[src/rtl/rr_bank_arbiter.sv]
// Round-robin arbiter between NCONSUMERS requesters and a banked PLM, one kernel per bank port.
// Define RR_ARB_STALL_COUNT_EN to add per-consumer saturating stall counters (stall_count).
module rr_bank_arbiter #(
    parameter int ADDR_WIDTH       = 4,
    parameter int VALUE_WIDTH      = 8,
    parameter int NCONSUMERS       = 3,
    parameter int NBANKS           = 2,
    parameter int NPORTS           = 1,
    parameter int PLM_READ_LATENCY = 1,
    localparam int NUM_BANK_BITS   = $clog2(NBANKS),
    localparam int NKERNELS        = NBANKS * NPORTS,
    localparam int LA_W            = ADDR_WIDTH - NUM_BANK_BITS,
    localparam int REQ_W           = ADDR_WIDTH + VALUE_WIDTH + 2,
    localparam int PI_W            = LA_W + VALUE_WIDTH + 1
) (
    input  logic                                   clk,
    input  logic                                   reset,
    input  logic [NCONSUMERS-1:0][REQ_W-1:0]       requests,
    output logic [NCONSUMERS-1:0]                  grants,
    output logic [NKERNELS-1:0][PI_W-1:0]          plm_inputs,
    input  logic [NKERNELS-1:0][VALUE_WIDTH-1:0]   plm_outputs,
    output logic [NCONSUMERS-1:0][VALUE_WIDTH-1:0] responses,
    output logic [NCONSUMERS-1:0]                  resp_valid
`ifdef RR_ARB_STALL_COUNT_EN
    ,
    output logic [NCONSUMERS-1:0][15:0]            stall_count
`endif
);

    localparam int CW  = $clog2(NCONSUMERS);
    localparam int KW  = (NKERNELS > 1) ? $clog2(NKERNELS) : 1;
    localparam int BW  = (NUM_BANK_BITS > 0) ? NUM_BANK_BITS : 1;
    localparam int LAT = PLM_READ_LATENCY;

    logic [NCONSUMERS-1:0][BW-1:0]               req_bank;
    logic [NKERNELS-1:0][CW-1:0]                 pivot_q, pivot_d, pivot_rst;
    logic [NCONSUMERS-1:0]                       push_vld;
    logic [NCONSUMERS-1:0][KW-1:0]               push_kid;
    logic [LAT-1:0][NCONSUMERS-1:0]              tag_vld_q, tag_vld_d;
    logic [LAT-1:0][NCONSUMERS-1:0][KW-1:0]      tag_kid_q, tag_kid_d;
    logic [NCONSUMERS-1:0][VALUE_WIDTH-1:0]      responses_q, responses_d;
    logic [NCONSUMERS-1:0]                       resp_valid_q, resp_valid_d;

    for (genvar c = 0; c < NCONSUMERS; c++) begin : g_bank
        if (NUM_BANK_BITS == 0) begin : g_single
            assign req_bank[c] = '0;
        end else begin : g_multi
            assign req_bank[c] = requests[c][REQ_W-1 -: NUM_BANK_BITS];
        end
    end

    // Ports of a bank start spread apart so they do not chase the same consumer.
    for (genvar k = 0; k < NKERNELS; k++) begin : g_prst
        assign pivot_rst[k] = CW'((k / NPORTS + (k % NPORTS) * (NCONSUMERS / NPORTS)) % NCONSUMERS);
    end

    // Kernels resolve in index order, so port 0 of a bank always claims before port 1.
    always_comb begin
        logic [NCONSUMERS-1:0] taken;
        logic [CW:0]           idx;
        logic [CW-1:0]         w;
        logic                  won;
        taken      = '0;
        grants     = '0;
        plm_inputs = '0;
        push_vld   = '0;
        push_kid   = '0;
        pivot_d    = pivot_q;
        idx        = '0;
        w          = '0;
        won        = 1'b0;
        for (int k = 0; k < NKERNELS; k++) begin
            won = 1'b0;
            for (int i = 0; i < NCONSUMERS; i++) begin
                idx = {1'b0, pivot_q[k]} + (CW+1)'(i);
                if (idx >= (CW+1)'(NCONSUMERS))
                    idx = idx - (CW+1)'(NCONSUMERS);
                w = idx[CW-1:0];
                if (reset && !won && !taken[w] && requests[w][0] && req_bank[w] == BW'(k / NPORTS)) begin
                    won           = 1'b1;
                    taken[w]      = 1'b1;
                    grants[w]     = 1'b1;
                    plm_inputs[k] = requests[w][PI_W:1];
                    pivot_d[k]    = (w == CW'(NCONSUMERS - 1)) ? '0 : w + CW'(1);
                    if (!requests[w][1]) begin
                        push_vld[w] = 1'b1;
                        push_kid[w] = KW'(k);
                    end
                end
            end
        end
    end

    always_comb begin
        tag_vld_d    = tag_vld_q;
        tag_kid_d    = tag_kid_q;
        tag_vld_d[0] = push_vld;
        tag_kid_d[0] = push_kid;
        for (int j = 1; j < LAT; j++) begin
            tag_vld_d[j] = tag_vld_q[j-1];
            tag_kid_d[j] = tag_kid_q[j-1];
        end
        responses_d  = responses_q;
        resp_valid_d = '0;
        for (int c = 0; c < NCONSUMERS; c++) begin
            if (tag_vld_q[LAT-1][c]) begin
                resp_valid_d[c] = 1'b1;
                responses_d[c]  = plm_outputs[tag_kid_q[LAT-1][c]];
            end
        end
    end

    always_ff @(posedge clk) begin
        if (!reset) begin
            pivot_q      <= pivot_rst;
            tag_vld_q    <= '0;
            tag_kid_q    <= '0;
            responses_q  <= '0;
            resp_valid_q <= '0;
        end else begin
            pivot_q      <= pivot_d;
            tag_vld_q    <= tag_vld_d;
            tag_kid_q    <= tag_kid_d;
            responses_q  <= responses_d;
            resp_valid_q <= resp_valid_d;
        end
    end

    assign responses  = responses_q;
    assign resp_valid = resp_valid_q;

`ifdef RR_ARB_STALL_COUNT_EN
    logic [NCONSUMERS-1:0][15:0] stall_q, stall_d;

    always_comb begin
        stall_d = stall_q;
        for (int c = 0; c < NCONSUMERS; c++) begin
            if (requests[c][0] && !grants[c] && stall_q[c] != 16'hFFFF)
                stall_d[c] = stall_q[c] + 16'd1;
        end
    end

    always_ff @(posedge clk) begin
        if (!reset) stall_q <= '0;
        else        stall_q <= stall_d;
    end

    assign stall_count = stall_q;
`else
`endif

endmodule

[config.mk]
export PLATFORM = sky130hd
export DESIGN_NAME = rr_bank_arbiter
export DESIGN_NICKNAME = d
export VERILOG_FILES = /design/src/rtl/rr_bank_arbiter.sv
export SDC_FILE = /design/constraint.sdc
export NUM_CORES = 1
export LEC_CHECK = 0
export ABC_AREA = 1
export BUFFER_PORTS_ARGS = -buffer_cell sky130_fd_sc_hd__buf_2
export CORE_MARGIN = 1
export CORE_UTILIZATION = 48
export DETAILED_ROUTE_END_ITERATION = 8
export PLACE_DENSITY = 0.78
export SLEW_MARGIN = 20
export SYNTH_ARGS = -nofsm -noshare
export SYNTH_HDL_FRONTEND = slang
export SYNTH_SLANG_ARGS = --single-unit
[constraint.sdc]
create_clock -name clk -period 3.05 [get_ports clk]
set_input_delay 0.4575 -clock clk [delete_from_list [all_inputs] [get_ports clk]]
set_output_delay 0.4575 -clock clk [all_outputs]
set_load 0.005 [all_outputs]
## After elaboration in Yosys (flattened, before gate mapping)

Index checks and enable logic that the tools add are counted.

- Add/sub/neg operators: 16
- Magnitude comparators: 21
- Equality and inequality tests: 6
- Multiplexer cells: 109
- Bitwise gates (word level): 15
- Reduce and logical (&&, ||, !) cells: 40

Operators with widths:

| cell | number |
|---|---|
| $bmux 14 s2 | 6 |
| $mux 13 | 6 |
| $mux 12 | 6 |
| $mux 3 | 24 |
| $mux 8 | 6 |
| $mux 2 | 18 |
| $or 3x3->3 | 12 |
| $logic_and 1x1->1 | 28 |
| $mux 1 | 25 |
| $bmux 1 s2 | 12 |
| $lt 2x3->1 const B | 6 |
| $add 2x1->2 const B | 6 |
| $demux 1 s2 | 6 |
| $eq 2x2->1 const B | 6 |
| $ge 2x1->1 const B | 6 |
| $ge 3x2->1 const B | 4 |
| $sub 2x2->2 const B | 6 |
| $logic_not 1->1 | 10 |
| $add 2x1->3 const B | 2 |
| $add 2x2->3 const B | 2 |
| $lt 1x2->1 const B | 3 |
| $reduce_bool 3->1 | 2 |
| $ge 2x2->1 const B | 2 |
| $not 1->1 | 3 |

- Register bits: 37
- Input bits: 60
- Logic and storage cells: 217

## Longest topological paths before layout

- Word-level depth: 44
- Mapped depth: 26
- Depth with buffers taken out: 25

## Worst setup path before layout

Ideal clock, no wire load.

- Path type: register to output
- Start point: register pivot_q[0] in the netlist's numbering
- End point: output plm_inputs[14] in the netlist's numbering
- Arrival: 2.714 ns
- Slack: -0.122 ns
- Cell stages (with the launch flop): 22
- Cells stage by stage: dfxtp_1 > inv_1 > ha_1 > inv_2 > nand2_1 > nor2_1 > a21oi_1 > nand4_1 > buf_4 > nand4_1 > nand2_2 > nand2_1 > nand2_1 > inv_2 > nand2_4 > inv_2 > a21oi_2 > o21ai_1 > nor2_4 > nand3_4 > buf_8 > o211ai_2

RTL lines:

| item | line | text |
|---|---|---|
| start, declared | 36 | `logic [NKERNELS-1:0][CW-1:0] pivot_q, pivot_d, pivot_rst;` |
| start signal, assigned | 115 | `pivot_q <= pivot_rst;` |
| start signal, assigned | 121 | `pivot_q <= pivot_d;` |
| end, declared | 20 | `output logic [NKERNELS-1:0][PI_W-1:0] plm_inputs,` |

## Final worst setup path

- Start point: register pivot_q[0] in the netlist's numbering
- End point: register tag_vld_q[2] in the netlist's numbering

- Longest elaborated chain between the ends: 44
- Elaborated cells on any way between the ends: 115
- Classes of those cells: add/sub (5); order compare (9); mux (54); bitwise (12); reduce/logical (35)

Ends and longest elaborated chain:

| item | line | text |
|---|---|---|
| parallel branches: the longest is 43 deep, another holds $lt 2x3->1 | - |  |
| $mux 3 * | 79 | `if (reset && !won && !taken[w] && requests[w][0] && req_bank[w] == BW'(k / NPORTS)) begin` |
| end signal, assigned | 122 | `tag_vld_q <= tag_vld_d;` |
| end, declared | 39 | `logic [LAT-1:0][NCONSUMERS-1:0] tag_vld_q, tag_vld_d;` |

Mark *: on every way between the ends. The select of a mux whose other input is x is not followed.
A chain may end at the register's enable or synchronous reset.

==> flow_summary_export.csv <==
group,metric,value,unit
outcome,outcome,"finished with violations",
outcome,violations,"negative setup slack",
clock_network,root_buffer,"sky130_fd_sc_hd__clkbuf_8",
clock_network,clk-insertion-delay-late,0.30,ns
global_route,grt-ovfl-total,0,
critical_path,timing.critical_path.from_type,"flop",
cells_and_area,multi_input_area,2940,um2
place,detailedPlacementHpwl,11.2,mm
clock_network,clock_tree_from_tritoncts,"done",
cells_and_area,drive_above_1_share,33.9,%
critical_path,reg2reg_depth,28,
timing,fmax,268,MHz
critical_path,cp_slowest_stage_delay,0.38,ns
cells_and_area,layout.cells.most_common,"sky130_fd_sc_hd__nand2_1",
logic_synthesis,syn_avg_cell_area,5.99,um2
hold_path,worst_hold_path.endpoint,"responses[0]$_SDFFE_PN0P_",
die,floorplan.initialDensity,50.3,%
place,gp_congestion,0.976,
hold_path,hold_path_startpoint,"plm_outputs[0]",
cells_and_area,antenna_cells_inserted,0,
logic_synthesis,synth_sequential_area_ratio,18.9,%
route,post_drt_wl_per_cell,17.4,um
die,floorplan.die_area,8550,um2
critical_path,criticalPathCategory,"flop to flop",
critical_path,crit_path_max_delay_cell_type,"sky130_fd_sc_hd__dfxtp_4",
power_and_ir_drop,power.density_cell_area,1110,nW/um2
route,first_pass_iters,6,
logic_synthesis,post_synth_net_total,724,
critical_path,critical_path.most_common_cell,"sky130_fd_sc_hd__buf_4",
global_route,grt_first_pass_wirelength,25.0,mm
critical_path,crit-reg2reg-capture,"tag_vld_q[2]$_SDFF_PN0_",
logic_synthesis,ys_ff_latch,37,
logic_synthesis,synthesis.area,3930,um2
hold_path,min-delay-path-class,"input port to flop",
power_and_ir_drop,clkPwrFrac,7.2,%
global_route,first_global_vias,5401,
route,detailedRoute.firstIterationViolations,704,
route,route.antenna.remaining_nets,0,
logic_synthesis,postSynthCellCount,656,
hold_path,min_delay_path_depth,3,
power_and_ir_drop,switchingPower,3.23,mW
cells_and_area,num-nets-final,889,
timing,final-setup-viol-count,25,
cells_and_area,mostFrequentLayoutCells,"sky130_fd_sc_hd__nand2_1 (149), sky130_fd_sc_hd__buf_2 (113), sky130_fd_sc_hd__o21ai_0 (87)",
critical_path,timing.critical_path.fanout_max,7,
logic_synthesis,synthDominantAreaCellType,"sky130_fd_sc_hd__dfxtp_1",
global_route,groute.usage.overall,36.0,%
global_route,global_route.peak_usage_layer,"met2",
global_route,initial_antenna_violation_count,0,
power_and_ir_drop,sequential_power_share,12.7,%
timing,period_needed,3.73,ns
critical_path,worst-path-buf-inv,13,
clock_network,cts_htree_levels,2,
global_route,largest_net_degree_at_the_start_of_global_routing,39,
timing,slew_headroom,58.9,%
timing,worst_setup_skew_after_layout,0.0103,ns
critical_path,cpLargestDelayFamily,"buffers and inverters",
route,vias_per_cell,6.26,
timing,rsz_0062_raised_after_global_routing,"true",
timing,final-hold-violation-count,0,
cells_and_area,signed_area_change_from_the_synthesized_netlist_to_the_final_layout,39.5,%
die,die_h,92.5,um
clock_network,number_of_clock_buffers_inserted_by_tritoncts,5,
timing,setup_total_negative_slack,-10.87,ns
clock_network,max-clock-path-buffers,2,
power_and_ir_drop,p_int,2.86,mW
die,rows,32,
die,core_region_area,7810,um2
timing,whs,0.438,ns
logic_synthesis,synthDominantCellAreaShare,18.9,%
logic_synthesis,yosys-top-cells-area,"sky130_fd_sc_hd__dfxtp_1 (19%), sky130_fd_sc_hd__nand2_1 (15%), sky130_fd_sc_hd__o21ai_0 (12%)",
clock_network,cts_hold_buf,0,
die,chipWidth,92.5,um
timing,final.setup.worst_slack,-0.681,ns
global_route,met2_usage,60.5,%
timing,min_period_over_period,122,%
global_route,use_met3,5.34,%
critical_path,crit_arrival,3.94,ns
critical_path,worstReg2RegStart,"pivot_q[0]$_SDFFE_PN0P_",
critical_path,worst-r2r-setup-slack,-0.68,ns
cells_and_area,seq_area,748,um2
critical_path,timing.critical_path.required,3.26,ns
route,remaining_drc_errors,0,
place,post-place-ws,-0.341,ns
cells_and_area,filler_cell_count,676,
global_route,grt_util_met1,44.2,%
logic_synthesis,yosys.cell_types.count,40,
cells_and_area,final_core_utilization,70.2,%
power_and_ir_drop,comb_power_share,80.1,%
power_and_ir_drop,power_leakage,2.67,nW
critical_path,cp-end-kind,"flop",
timing,timing_worst_slew_pin_value,0.616,ns
clock_network,worst_setup_hold_path_clk_slew,0.08,ns
run,drv_cap,0,
power_and_ir_drop,fin_total_pwr,6.08,mW
power_and_ir_drop,vdd_drop_max,476,uV
logic_synthesis,ys_warn_count,0,
timing,timing.final.max_slew_violations,0,
route,route.final.wire_length,16.1,mm
die,design.portCount,114,
clock_network,cts_sinks,37,
power_and_ir_drop,netSwitchingFraction,53.0,%
place,portBuffers,113,
route,vias,5780,
## state kept, by name, summed over array words and instances, names as in the netlist
name / cells
responses: 24
tag_vld_q: 3
resp_valid: 3
tag_kid_q: 3
pivot_q: 4
## final cells by class
| type | count | share of cell area (%) |
|---|---|---|
| clock inverter | 1 | 0.548 |
| tap | 102 | 2.33 |
| sequential | 37 | 13.7 |
| multi-input combinational | 504 | 53.6 |
| clock buffer | 7 | 1.58 |
| inverter | 73 | 5.39 |
| timing repair inverter | 1 | 0.137 |
| timing repair buffer | 199 | 22.8 |
## cell families (layout without fill, tap and decap cells)
group | after synthesis | in the layout | synth area share (%)
simple gates | 242 | 242 | 26.0
buf+inv | 115 | 281 | 11.8
flops | 37 | 37 | 18.9
compound gates | 254 | 254 | 40.8
fa+ha+maj | 8 | 8 | 2.55
## power groups by stage
stage / Sequential (mW) / Combinational, mW / Clock (mW)
6_report: 0.771 / 4.87 / 0.441
2_1_floorplan: 0.702 / 2.65 / 0
4_1_cts: 0.767 / 4.48 / 0.440
3_3_place_gp: 0.765 / 4.09 / 0
5_1_grt: 0.790 / 5.23 / 0.460
3_5_place_dp: 0.771 / 4.16 / 0
## Yosys cell counts (all sizes together)
library cell	n
nand2	166
nand4	8
o22ai	18
a2111oi	1
nor2	46
o21a	2
o21ai	96
clkinv	3
buf	7
nor3	2
nand3	20
a22oi	26
a221oi	6
a31oi	26
ha	8
a211oi	1
inv	70
o221ai	23
o211ai	12
dfxtp	37
a21oi	41
clkbuf	35
o21bai	2
## repair_timing
action,4_1_cts,5_1_grt
cloned,1,0
resized for setup,32,31
buffers inserted,16,4
endpoints found under the setup margin,30,35
endpoints found under the hold margin,0,0
pin swaps,16,15
## how the worst max path moves through the flow
stage                                        from  depth (start not counted)  slack, ns                      end
after global placement    pivot_q[0]$_SDFFE_PN0P_                         21      -0.26           plm_inputs[19]
after detailed placement  pivot_q[0]$_SDFFE_PN0P_                         20      -0.34           plm_inputs[23]
final                     pivot_q[0]$_SDFFE_PN0P_                         28      -0.68  tag_vld_q[2]$_SDFF_PN0_
after CTS                 pivot_q[0]$_SDFFE_PN0P_                         23      -0.54           plm_inputs[23]
after global routing      pivot_q[0]$_SDFFE_PN0P_                         28      -0.85  tag_vld_q[2]$_SDFF_PN0_
after floorplan           pivot_q[1]$_SDFFE_PN0P_                         22      -0.04           plm_inputs[14]
## worst reg2reg max path: cells and delay by family, from the launching register on
family	cells	cell delay (ns)
buf+inv	13	1.47
simple gates	10	1.15
compound gates	4	0.42
flops	1	0.38
fa+ha+maj	1	0.24
## per-layer routing
metal	vias to the layer above	share of wire, %
met5	-	0
li1	2640	-
met1	2608	39
met2	435	46
met4	0	5.7
met3	97	10
## through the flow
stage | instances | area (um2)
after floorplan | 656 | 3980
after global placement | 895 | 4990
after detailed placement | 895 | 4990
after CTS | 920 | 5340
after global routing | 924 | 5480
final | 924 | 5480
No activity file was read; power rests on OpenSTA's default activity.
